### config.mk
export PLATFORM = sky130hd
export DESIGN_NAME = config_wr_sched
export DESIGN_NICKNAME = d
export VERILOG_FILES = /design/src/rtl/config_wr_sched.sv
export SDC_FILE = /design/constraint.sdc
export NUM_CORES = 1
export LEC_CHECK = 0
export BUFFER_PORTS_ARGS = -buffer_cell sky130_fd_sc_hd__buf_2
export CAP_MARGIN = 5
export CELL_PAD_IN_SITES_DETAIL_PLACEMENT = 2
export CELL_PAD_IN_SITES_GLOBAL_PLACEMENT = 2
export CORE_UTILIZATION = 26
export DETAILED_ROUTE_END_ITERATION = 16
export PLACE_DENSITY_LB_ADDON = 0.1
export SYNTH_ARGS = -nofsm -noshare
export SYNTH_HDL_FRONTEND = slang
export SYNTH_SLANG_ARGS = --single-unit
### constraint.sdc
create_clock -name clk_in -period 2.1 [get_ports clk_in]
set_input_delay 0.105 -clock clk_in [delete_from_list [all_inputs] [get_ports clk_in]]
set_output_delay 0.105 -clock clk_in [all_outputs]
set_load 0.02 [all_outputs]
### src/rtl/config_wr_sched.sv
// Round-robin scheduler that serialises configuration writes from the uplink and the
// local sequencer onto the trigger register file port, with legality checks and counters.
module config_wr_sched #(
  parameter logic [7:0]  MAX_ADDR = 8'h13,
  parameter int unsigned GAP_CYC  = 2
) (
  input  logic        clk_in,
  input  logic        rst_in,
  input  logic        cmd_valid_in,
  input  logic [7:0]  cmd_addr_in,
  input  logic [15:0] cmd_data_in,
  output logic        cmd_ready_out,
  input  logic        seq_valid_in,
  input  logic [7:0]  seq_addr_in,
  input  logic [15:0] seq_data_in,
  output logic        seq_ready_out,
  output logic        wr_out,
  output logic [7:0]  wr_addr_out,
  output logic [15:0] data_out,
  output logic        lock_out,
  output logic        rej_pulse_out,
  output logic [15:0] acc_cnt_out,
  output logic [15:0] rej_cnt_out
);

  typedef enum logic [1:0] {
    ST_IDLE  = 2'd0,
    ST_WRITE = 2'd1,
    ST_GAP   = 2'd2
  } state_t;

  localparam logic [7:0]  LOCK_ADDR   = 8'h00;
  localparam logic [7:0]  FIRST_GATED = 8'h02;
  localparam logic [15:0] LOCK_ON     = 16'h0001;
  localparam logic [15:0] CNT_MAX     = 16'hFFFF;
  localparam logic [3:0]  GAP_LOAD    = 4'(GAP_CYC - 1);

  state_t      state_q, state_d;
  logic        rr_seq_q;      // 1: sequencer has priority at the next grant
  logic        cap_legal_q;   // legality of the request being written this slot
  logic [7:0]  wr_addr_q;
  logic [15:0] data_q;
  logic        lock_q;
  logic [15:0] acc_cnt_q;
  logic [15:0] rej_cnt_q;
  logic [3:0]  gap_cnt_q;

  logic        grant_cmd;
  logic        grant_seq;
  logic        handshake;
  logic [7:0]  req_addr;
  logic [15:0] req_data;
  logic        req_legal;
  logic        do_wr;
  logic        do_rej;

  // NOTE: every signal driven here gets a default first, so no path leaves it unassigned
  // and no latch is inferred.
  always_comb begin
    state_d   = state_q;
    grant_cmd = 1'b0;
    grant_seq = 1'b0;
    do_wr     = 1'b0;
    do_rej    = 1'b0;

    case (state_q)
      ST_IDLE: begin
        if (rr_seq_q) begin
          grant_seq = seq_valid_in;
          grant_cmd = cmd_valid_in & ~seq_valid_in;
        end else begin
          grant_cmd = cmd_valid_in;
          grant_seq = seq_valid_in & ~cmd_valid_in;
        end
        if (grant_cmd || grant_seq) state_d = ST_WRITE;
      end
      ST_WRITE: begin
        do_wr   = cap_legal_q;
        do_rej  = ~cap_legal_q;
        state_d = ST_GAP;
      end
      ST_GAP: begin
        if (gap_cnt_q == '0) state_d = ST_IDLE;
      end
      default: state_d = ST_IDLE;
    endcase

    // Reset abandons the slot immediately: no handshake, strobe or pulse while it is high.
    if (rst_in) begin
      grant_cmd = 1'b0;
      grant_seq = 1'b0;
      do_wr     = 1'b0;
      do_rej    = 1'b0;
      state_d   = ST_IDLE;
    end
  end

  assign handshake = grant_cmd | grant_seq;
  assign req_addr  = grant_seq ? seq_addr_in : cmd_addr_in;
  assign req_data  = grant_seq ? seq_data_in : cmd_data_in;
  assign req_legal = (req_addr <= MAX_ADDR) && !(lock_q && (req_addr >= FIRST_GATED));

  // NOTE: all state below uses non-blocking assignments so every register samples the
  // values from before this edge, independent of statement order.
  always_ff @(posedge clk_in) begin
    if (rst_in) begin
      state_q     <= ST_IDLE;
      rr_seq_q    <= 1'b0;
      cap_legal_q <= 1'b0;
      wr_addr_q   <= '0;
      data_q      <= '0;
      lock_q      <= 1'b0;
      acc_cnt_q   <= '0;
      rej_cnt_q   <= '0;
      gap_cnt_q   <= '0;
    end else begin
      state_q <= state_d;

      // Address/data registers only move on a legal request, so a rejected slot leaves
      // the write port showing the previous write.
      if (handshake) begin
        rr_seq_q    <= grant_cmd;
        cap_legal_q <= req_legal;
        if (req_legal) begin
          wr_addr_q <= req_addr;
          data_q    <= req_data;
        end
      end

      if (state_q == ST_WRITE) begin
        gap_cnt_q <= GAP_LOAD;
      end else if ((state_q == ST_GAP) && (gap_cnt_q != '0)) begin
        gap_cnt_q <= gap_cnt_q - 4'd1;
      end

      if (do_wr) begin
        if (acc_cnt_q != CNT_MAX) acc_cnt_q <= acc_cnt_q + 16'd1;
        if (wr_addr_q == LOCK_ADDR) lock_q <= (data_q == LOCK_ON);
      end

      if (do_rej && (rej_cnt_q != CNT_MAX)) rej_cnt_q <= rej_cnt_q + 16'd1;
    end
  end

  assign cmd_ready_out = grant_cmd;
  assign seq_ready_out = grant_seq;
  assign wr_out        = do_wr;
  assign rej_pulse_out = do_rej;
  assign wr_addr_out   = wr_addr_q;
  assign data_out      = data_q;
  assign lock_out      = lock_q;
  assign acc_cnt_out   = acc_cnt_q;
  assign rej_cnt_out   = rej_cnt_q;

endmodule
==> results of run 1 <==
==> stage by stage <==
stage / utilization (%) / std cells
6_report: 35.76 / 688
4_1_cts: 35.74 / 688
3_3_place_gp: 33.24 / 673
5_1_grt: 35.76 / 688
2_1_floorplan: - / 391
3_5_place_dp: 33.24 / 673
==> state kept, by name, indices dropped and copies added, names as in the netlist <==
signal       cells
gap_cnt_q        4
cap_legal_q      1
data_out        16
acc_cnt_out     16
rr_seq_q         1
lock_out         1
wr_addr_out      8
rej_cnt_out     16
state_q          2
==> layout make-up <==
class	instances	area, sq um	area share (%)
inverters	9	33.78	0.7485
multi-input cells	298	1947	43.14
well taps	172	215.2	4.768
repair buffers	129	700.7	15.53
clock buffers	13	280.3	6.210
clock inverters	2	35.03	0.7763
flip-flops and latches	65	1301	28.83
==> power breakdown <==
part	leakage [nW]	internal, W	total, W	switching, W
Sequential	0.525	0.00125	0.00126	0.0000142
Clock	0.158	0.00104	0.00157	0.000532
Combinational	1.45	0.000108	0.000248	0.000140
Total	2.13	0.00240	0.00308	0.000686
==> logic make-up after synthesis <==
kind of cell / Yosys count / share of synthesized area [%]
XOR/XNOR: 28 / 7.262
AND/OR/NAND/NOR: 188 / 28.75
AO/OA/AOI/OAI: 50 / 9.300
adder cells (fa/ha/maj): 3 / 1.112
flip-flops: 65 / 38.53
multiplexers: 29 / 11.15
buffers and inverters: 28 / 3.890
==> synthesized netlist by cell type, types with 5 or more instances <==
master / instances / area share [%]
nor4_1: 9 / 1.7
mux2_4: 16 / 7.1
o211ai_1: 6 / 1.3
xnor2_1: 10 / 2.6
nand2_1: 48 / 5.3
nand4_1: 13 / 2.4
and3_1: 12 / 2.2
nand3_1: 7 / 1.0
and4_1: 7 / 1.8
mux2i_1: 8 / 2.4
nor2_1: 48 / 5.3
nor3_1: 8 / 1.2
clkbuf_1: 13 / 1.4
and2_1: 7 / 1.3
nor2b_1: 21 / 3.9
inv_1: 8 / 0.89
a21oi_1: 24 / 3.6
xor2_1: 18 / 4.7
dfxtp_1: 65 / 39
mux2_2: 5 / 1.7
==> worst min path at each step <==
stage	start	end	slack, ps	depth (start not counted)
after floorplan	cmd_valid_in	state_q[0]$_SDFFE_PP0P_	310	2
after global placement	rr_seq_q$_SDFFE_PP0N_	rr_seq_q$_SDFFE_PP0N_	480	2
after detailed placement	gap_cnt_q[0]$_SDFFE_PP0P_	gap_cnt_q[0]$_SDFFE_PP0P_	510	2
after CTS	seq_addr_in[2]	wr_addr_out[2]$_SDFFE_PP0P_	160	4
after global routing	seq_data_in[4]	data_out[4]$_SDFFE_PP0P_	190	4
final	seq_addr_in[2]	wr_addr_out[2]$_SDFFE_PP0P_	170	4
==> repair_timing <==
action,4_1_cts,5_1_grt
resized for setup,0,1
hold buffers,0,0
setup endpoints to repair,0,17
hold endpoints to repair,0,0
==> routing by layer <==
layer	routed length [um]	track usage, %	part of all wire, %	up-vias
li1	-	-	-	1602
met1	4883	21.56	45	1597
met2	5345	29.48	50	58
met3	399	3.870	3.7	11
met4	117	4.615	1.1	0
met5	0	0	0	-
==> critical path: stages, from the launching register on <==
cell and delay (ps):
dfxtp_1 320, nand2b_1 190, nand3_4 130, inv_2 60, o311a_1 290, a2111o_1 410, buf_12 190, mux2_4 300
==> impl_metrics.env, run 1 <==
export IMPL_reg2reg_from="rr_seq_q$_SDFFE_PP0N_"
export IMPL_status="finished clean"
export IMPL_fin_ws_ps=93.41
export IMPL_ctsRootBufferMaster="clkbuf_16"
export IMPL_synthToLayoutAreaGrowth_pct=33.64
export IMPL_endpoint="data_out[11]$_SDFFE_PP0P_"
export IMPL_final_area_sq_um=4513
export IMPL_io_buffers=112
export IMPL_wl_per_cell_um=15.62
export IMPL_max_cap_violations=0
export IMPL_crit_fanout=17
export IMPL_critical_path_required_ps=2310
export IMPL_critPathCaptureType="flop"
export IMPL_drcViolationCount=0
export IMPL_fin_tns_setup_ps=0
export IMPL_grt_pass1_wl_um=17760
export IMPL_fillCellCount=1470
export IMPL_cts_setup_buffers=0
export IMPL_drtAntennaViolNets=0
export IMPL_critPathArrivalTime_ps=2220
export IMPL_cts_clk_slew_worst_paths_ps=50
export IMPL_place_ws_ps=51.91
export IMPL_syn_inst=391
export IMPL_coreArea_sq_um=12620
export IMPL_ys_seq_area_share_pct=38.53
export IMPL_detailed_place_area_sq_um=4195
export IMPL_die_area_sq_um=13450
export IMPL_n_antenna_cell=0
export IMPL_routed_wirelength_um=10750
export IMPL_fp_dieW_um=116.0
export IMPL_cp_startpoint="rr_seq_q$_SDFFE_PP0N_"
export IMPL_grt_max_degree=55
export IMPL_start_kind="flop"
export IMPL_htreeDepth=3
export IMPL_yosysWarnings=0
export IMPL_hpwl_um=8151
export IMPL_worstMarginPinSlew_ps=647.4
export IMPL_antenna_found_initial=0
export IMPL_ios=113
export IMPL_regToRegEndpoint="data_out[11]$_SDFFE_PP0P_"
export IMPL_relSlewSlack_pct=56.58
export IMPL_vias=3268
export IMPL_final_nets=567
export IMPL_drtPass1Iterations=4
export IMPL_clockBufferDepth=2
export IMPL_rows=41
export IMPL_power_density_nw_per_um2=683.0
export IMPL_synth_distinct_cells=44
export IMPL_track_usage_pct=17.17
export IMPL_final_layout_size_suffix_gt1_share_pct=32.95
export IMPL_finalSetupViolations=0
export IMPL_r2r_slack_ps=90
export IMPL_p_leak_nw=2.130
export IMPL_clock_latency_ps=330
export IMPL_layout_common_cells="buf_2, dfxtp_1, nand2_1, nor2_1, a21oi_1"
export IMPL_overflow=0
export IMPL_drt_iter0_markers=88
export IMPL_async_reset_ff_share_pct=0
export IMPL_slew_viol_final=0
export IMPL_ys_ff_latch=65
export IMPL_clock_fmax_mhz=498.4
export IMPL_critPathKind="flop to flop"
export IMPL_rsz0062_at_grt="false"
export IMPL_period_needed_ps=2007
export IMPL_gp_congestion=0.6990
export IMPL_synth_edff_count=0
export IMPL_fin_skew_ps=4.626
export IMPL_peakVddDrop_uv=327.9
export IMPL_ys_flop_type="dfxtp_1"
export IMPL_grt_pass1_vias=3482
export IMPL_hold_viol_final=0
export IMPL_start_util_pct=26.76
export IMPL_syn_avg_cell_area_sq_um=8.637
export IMPL_finalPower_w=0.003083
export IMPL_fin_crit_sh_pct=95.55
export IMPL_cts_sinks=65
export IMPL_final_common_cell="buf_2"
export IMPL_cts_tree="done"
export IMPL_vias_per_cell=4.750
export IMPL_hold_slack_ps=174.6
export IMPL_hold_class="input port to flop"
export IMPL_netlist_area_sq_um=3377
export IMPL_cts_buffers=9
export IMPL_fp_dieH_um=116.0
export IMPL_syn_nets=446
export IMPL_ff2ff_path_depth=7
No activity file was read; power rests on OpenSTA's default activity.
==> run 2, diff against run 1 <==
--- a/config.mk
+++ b/config.mk
@@ -11,7 +11,9 @@
 export CELL_PAD_IN_SITES_GLOBAL_PLACEMENT = 2
 export CORE_UTILIZATION = 26
 export DETAILED_ROUTE_END_ITERATION = 16
+export MAX_ROUTING_LAYER = met4
 export PLACE_DENSITY_LB_ADDON = 0.1
+export SLEW_MARGIN = 40
 export SYNTH_ARGS = -nofsm -noshare
 export SYNTH_HDL_FRONTEND = slang
 export SYNTH_SLANG_ARGS = --single-unit
==> run 2 against run 1 <==
Hold slack about the same. Clock skew about the same. Via count about the same. Sequential power about the same. Count of clock-buffer cells in the layout unchanged. Setup slack about the same. Die area unchanged. Fmax about the same. Highest routed layer unchanged.
==> impl_metrics.env, run 2 (synthesis results as in run 1) <==
export IMPL_track_usage_pct=17.69
export IMPL_worstPathCellList="nand2b_1 -> nand3_4 -> inv_2 -> o311a_1 -> a2111o_1 -> buf_12 -> mux2_4"
export IMPL_clock_fmax_mhz=498.4
export IMPL_crit_fanout=17
export IMPL_clock_latency_ps=330
export IMPL_hpwl_um=8151
export IMPL_ios=113
export IMPL_cts_tree="done"
export IMPL_internal_power_w=0.002397
export IMPL_cp_num_buf_inv=2
export IMPL_max_cap_violations=0
export IMPL_start_util_pct=26.76
export IMPL_status="finished clean"
export IMPL_fin_tns_setup_ps=0
export IMPL_fin_cells=688
export IMPL_routed_wirelength_um=10740
export IMPL_cts_clk_slew_worst_paths_ps=50
export IMPL_r2r_slack_ps=90
export IMPL_regToRegEndpoint="data_out[11]$_SDFFE_PP0P_"
export IMPL_fin_crit_sh_pct=95.54
export IMPL_hold_class="input port to flop"
export IMPL_final_nets=567
export IMPL_critical_path_required_ps=2310
export IMPL_cts_sinks=65
export IMPL_cts_buffers=9
export IMPL_p_sw_w=0.0006854
export IMPL_place_ws_ps=51.91
export IMPL_period_needed_ps=2006
export IMPL_grt_pass1_vias=3481
export IMPL_p_sw_share_pct=22.24
export IMPL_fin_ws_ps=93.57
export IMPL_rsz0062_at_grt="false"
export IMPL_power_share_combinational_pct=8.0
export IMPL_antenna_found_initial=0
export IMPL_hold_viol_final=0
export IMPL_p_leak_nw=2.130
export IMPL_drcViolationCount=0
export IMPL_final_layout_size_suffix_gt1_share_pct=32.95
export IMPL_fp_dieH_um=116.0
export IMPL_cts_setup_buffers=0
export IMPL_wl_per_cell_um=15.61
export IMPL_fin_util_pct=35.76
export IMPL_relSlewSlack_pct=56.58
export IMPL_vias_per_cell=4.753
export IMPL_grt_pass1_wl_um=17740
export IMPL_slew_viol_final=0
export IMPL_drt_iter0_markers=79
export IMPL_path_depth=7
export IMPL_cp_startpoint="rr_seq_q$_SDFFE_PP0N_"
export IMPL_crit_family="compound AO/OA/AOI/OAI gates"
export IMPL_slowest_stage="a2111o_1"
export IMPL_critPathKind="flop to flop"
export IMPL_worstMarginPinSlew_ps=647.5
export IMPL_worst_path_largest_cell_delay_ps=410
export IMPL_vias=3270
export IMPL_fin_skew_ps=4.628
export IMPL_place_inst=673
export IMPL_ff2ff_path_depth=7
export IMPL_grt_max_degree=55
export IMPL_ctsRootBufferMaster="clkbuf_16"
export IMPL_clockBufferDepth=2
export IMPL_overflow=0
export IMPL_die_area_sq_um=13450
export IMPL_hold_buffers=0
export IMPL_coreArea_sq_um=12620
export IMPL_layout_common_cells="buf_2, dfxtp_1, nand2_1, nor2_1, a21oi_1"
export IMPL_critPathCaptureType="flop"
export IMPL_fp_dieW_um=116.0
export IMPL_n_antenna_cell=0
export IMPL_io_buffers=112
export IMPL_gp_congestion=0.7066
export IMPL_start_kind="flop"
export IMPL_drtPass1Iterations=4
export IMPL_htreeDepth=3
export IMPL_power_frac_clock_pct=51.0
export IMPL_fillCellCount=1470
export IMPL_power_density_nw_per_um2=683.0
export IMPL_synthToLayoutAreaGrowth_pct=33.64
export IMPL_reg2reg_from="rr_seq_q$_SDFFE_PP0N_"
export IMPL_pwr_share_seq_pct=41.0
export IMPL_rows=41
export IMPL_drtAntennaViolNets=0
export IMPL_finalSetupViolations=0
export IMPL_critPathArrivalTime_ps=2220
export IMPL_peakVddDrop_uv=327.9
export IMPL_endpoint="data_out[11]$_SDFFE_PP0P_"
export IMPL_final_common_cell="buf_2"
-- run 2: cell counts in the layout (fill, tap and decap cells not counted) --
No cell type changed its count.
-- run 2: metrics by stage --
| stage | cell area (sq um) | power (W) | hold slack, ps |
|---|---|---|---|
| 2_1_floorplan | 3377 | 0.001431 | 310.0 |
| 3_3_place_gp | 4195 | 0.001537 | 484.1 |
| 3_5_place_dp | 4195 | 0.001545 | 506.6 |
| 4_1_cts | 4511 | 0.003155 | 161.6 |
| 5_1_grt | 4513 | 0.003219 | 194.6 |
| 6_report | 4513 | 0.003082 | 174.6 |
-- run 2: final cells by class --
cell class | instances | area (sq um) | share of cell area, %
multi-input combinational | 298 | 1947 | 43.14
sequential | 65 | 1301 | 28.83
timing repair buffer | 129 | 700.7 | 15.53
clock buffer | 13 | 280.3 | 6.210
tap | 172 | 215.2 | 4.768
clock inverter | 2 | 35.03 | 0.7763
inverter | 9 | 33.78 | 0.7485
-- run 2: worst min-delay path by stage --
stage	from	to	slack, ps	depth (start not counted)
after floorplan	cmd_valid_in	state_q[0]$_SDFFE_PP0P_	310	2
after global placement	rr_seq_q$_SDFFE_PP0N_	rr_seq_q$_SDFFE_PP0N_	480	2
after detailed placement	gap_cnt_q[0]$_SDFFE_PP0P_	gap_cnt_q[0]$_SDFFE_PP0P_	510	2
after CTS	seq_addr_in[2]	wr_addr_out[2]$_SDFFE_PP0P_	160	4
after global routing	seq_data_in[4]	data_out[4]$_SDFFE_PP0P_	190	4
final	seq_addr_in[2]	wr_addr_out[2]$_SDFFE_PP0P_	170	4
-- run 2: power by group through the flow --
stage          clock [W]  sequential (W)  combinational (W)
4_1_cts          0.00164         0.00126           0.000255
5_1_grt          0.00167         0.00127           0.000282
2_1_floorplan          0         0.00130           0.000134
3_3_place_gp           0         0.00129           0.000247
6_report         0.00157         0.00126           0.000247
3_5_place_dp           0         0.00129           0.000254
-- run 2: worst reg2reg max path, delay by kind of cell, from the launching register on --
family,cells,cell delay (ps)
buffers and inverters,2,250
AOI/OAI and AO/OA,2,700
and+or+nand+nor,2,320
muxes,1,310
DFF,1,320
-- run 2: what timing repair did --
action | 4_1_cts | 5_1_grt
setup endpoints to repair | 0 | 17
hold endpoints to repair | 0 | 0
gates resized for setup | 0 | 1
-- run 2: routing by layer --
metal / GRT usage, % / wire (um)
met1: 21.53 / 4879
met5: - / 0
met4: 4.615 / 119
met2: 29.52 / 5351
met3: 3.818 / 392
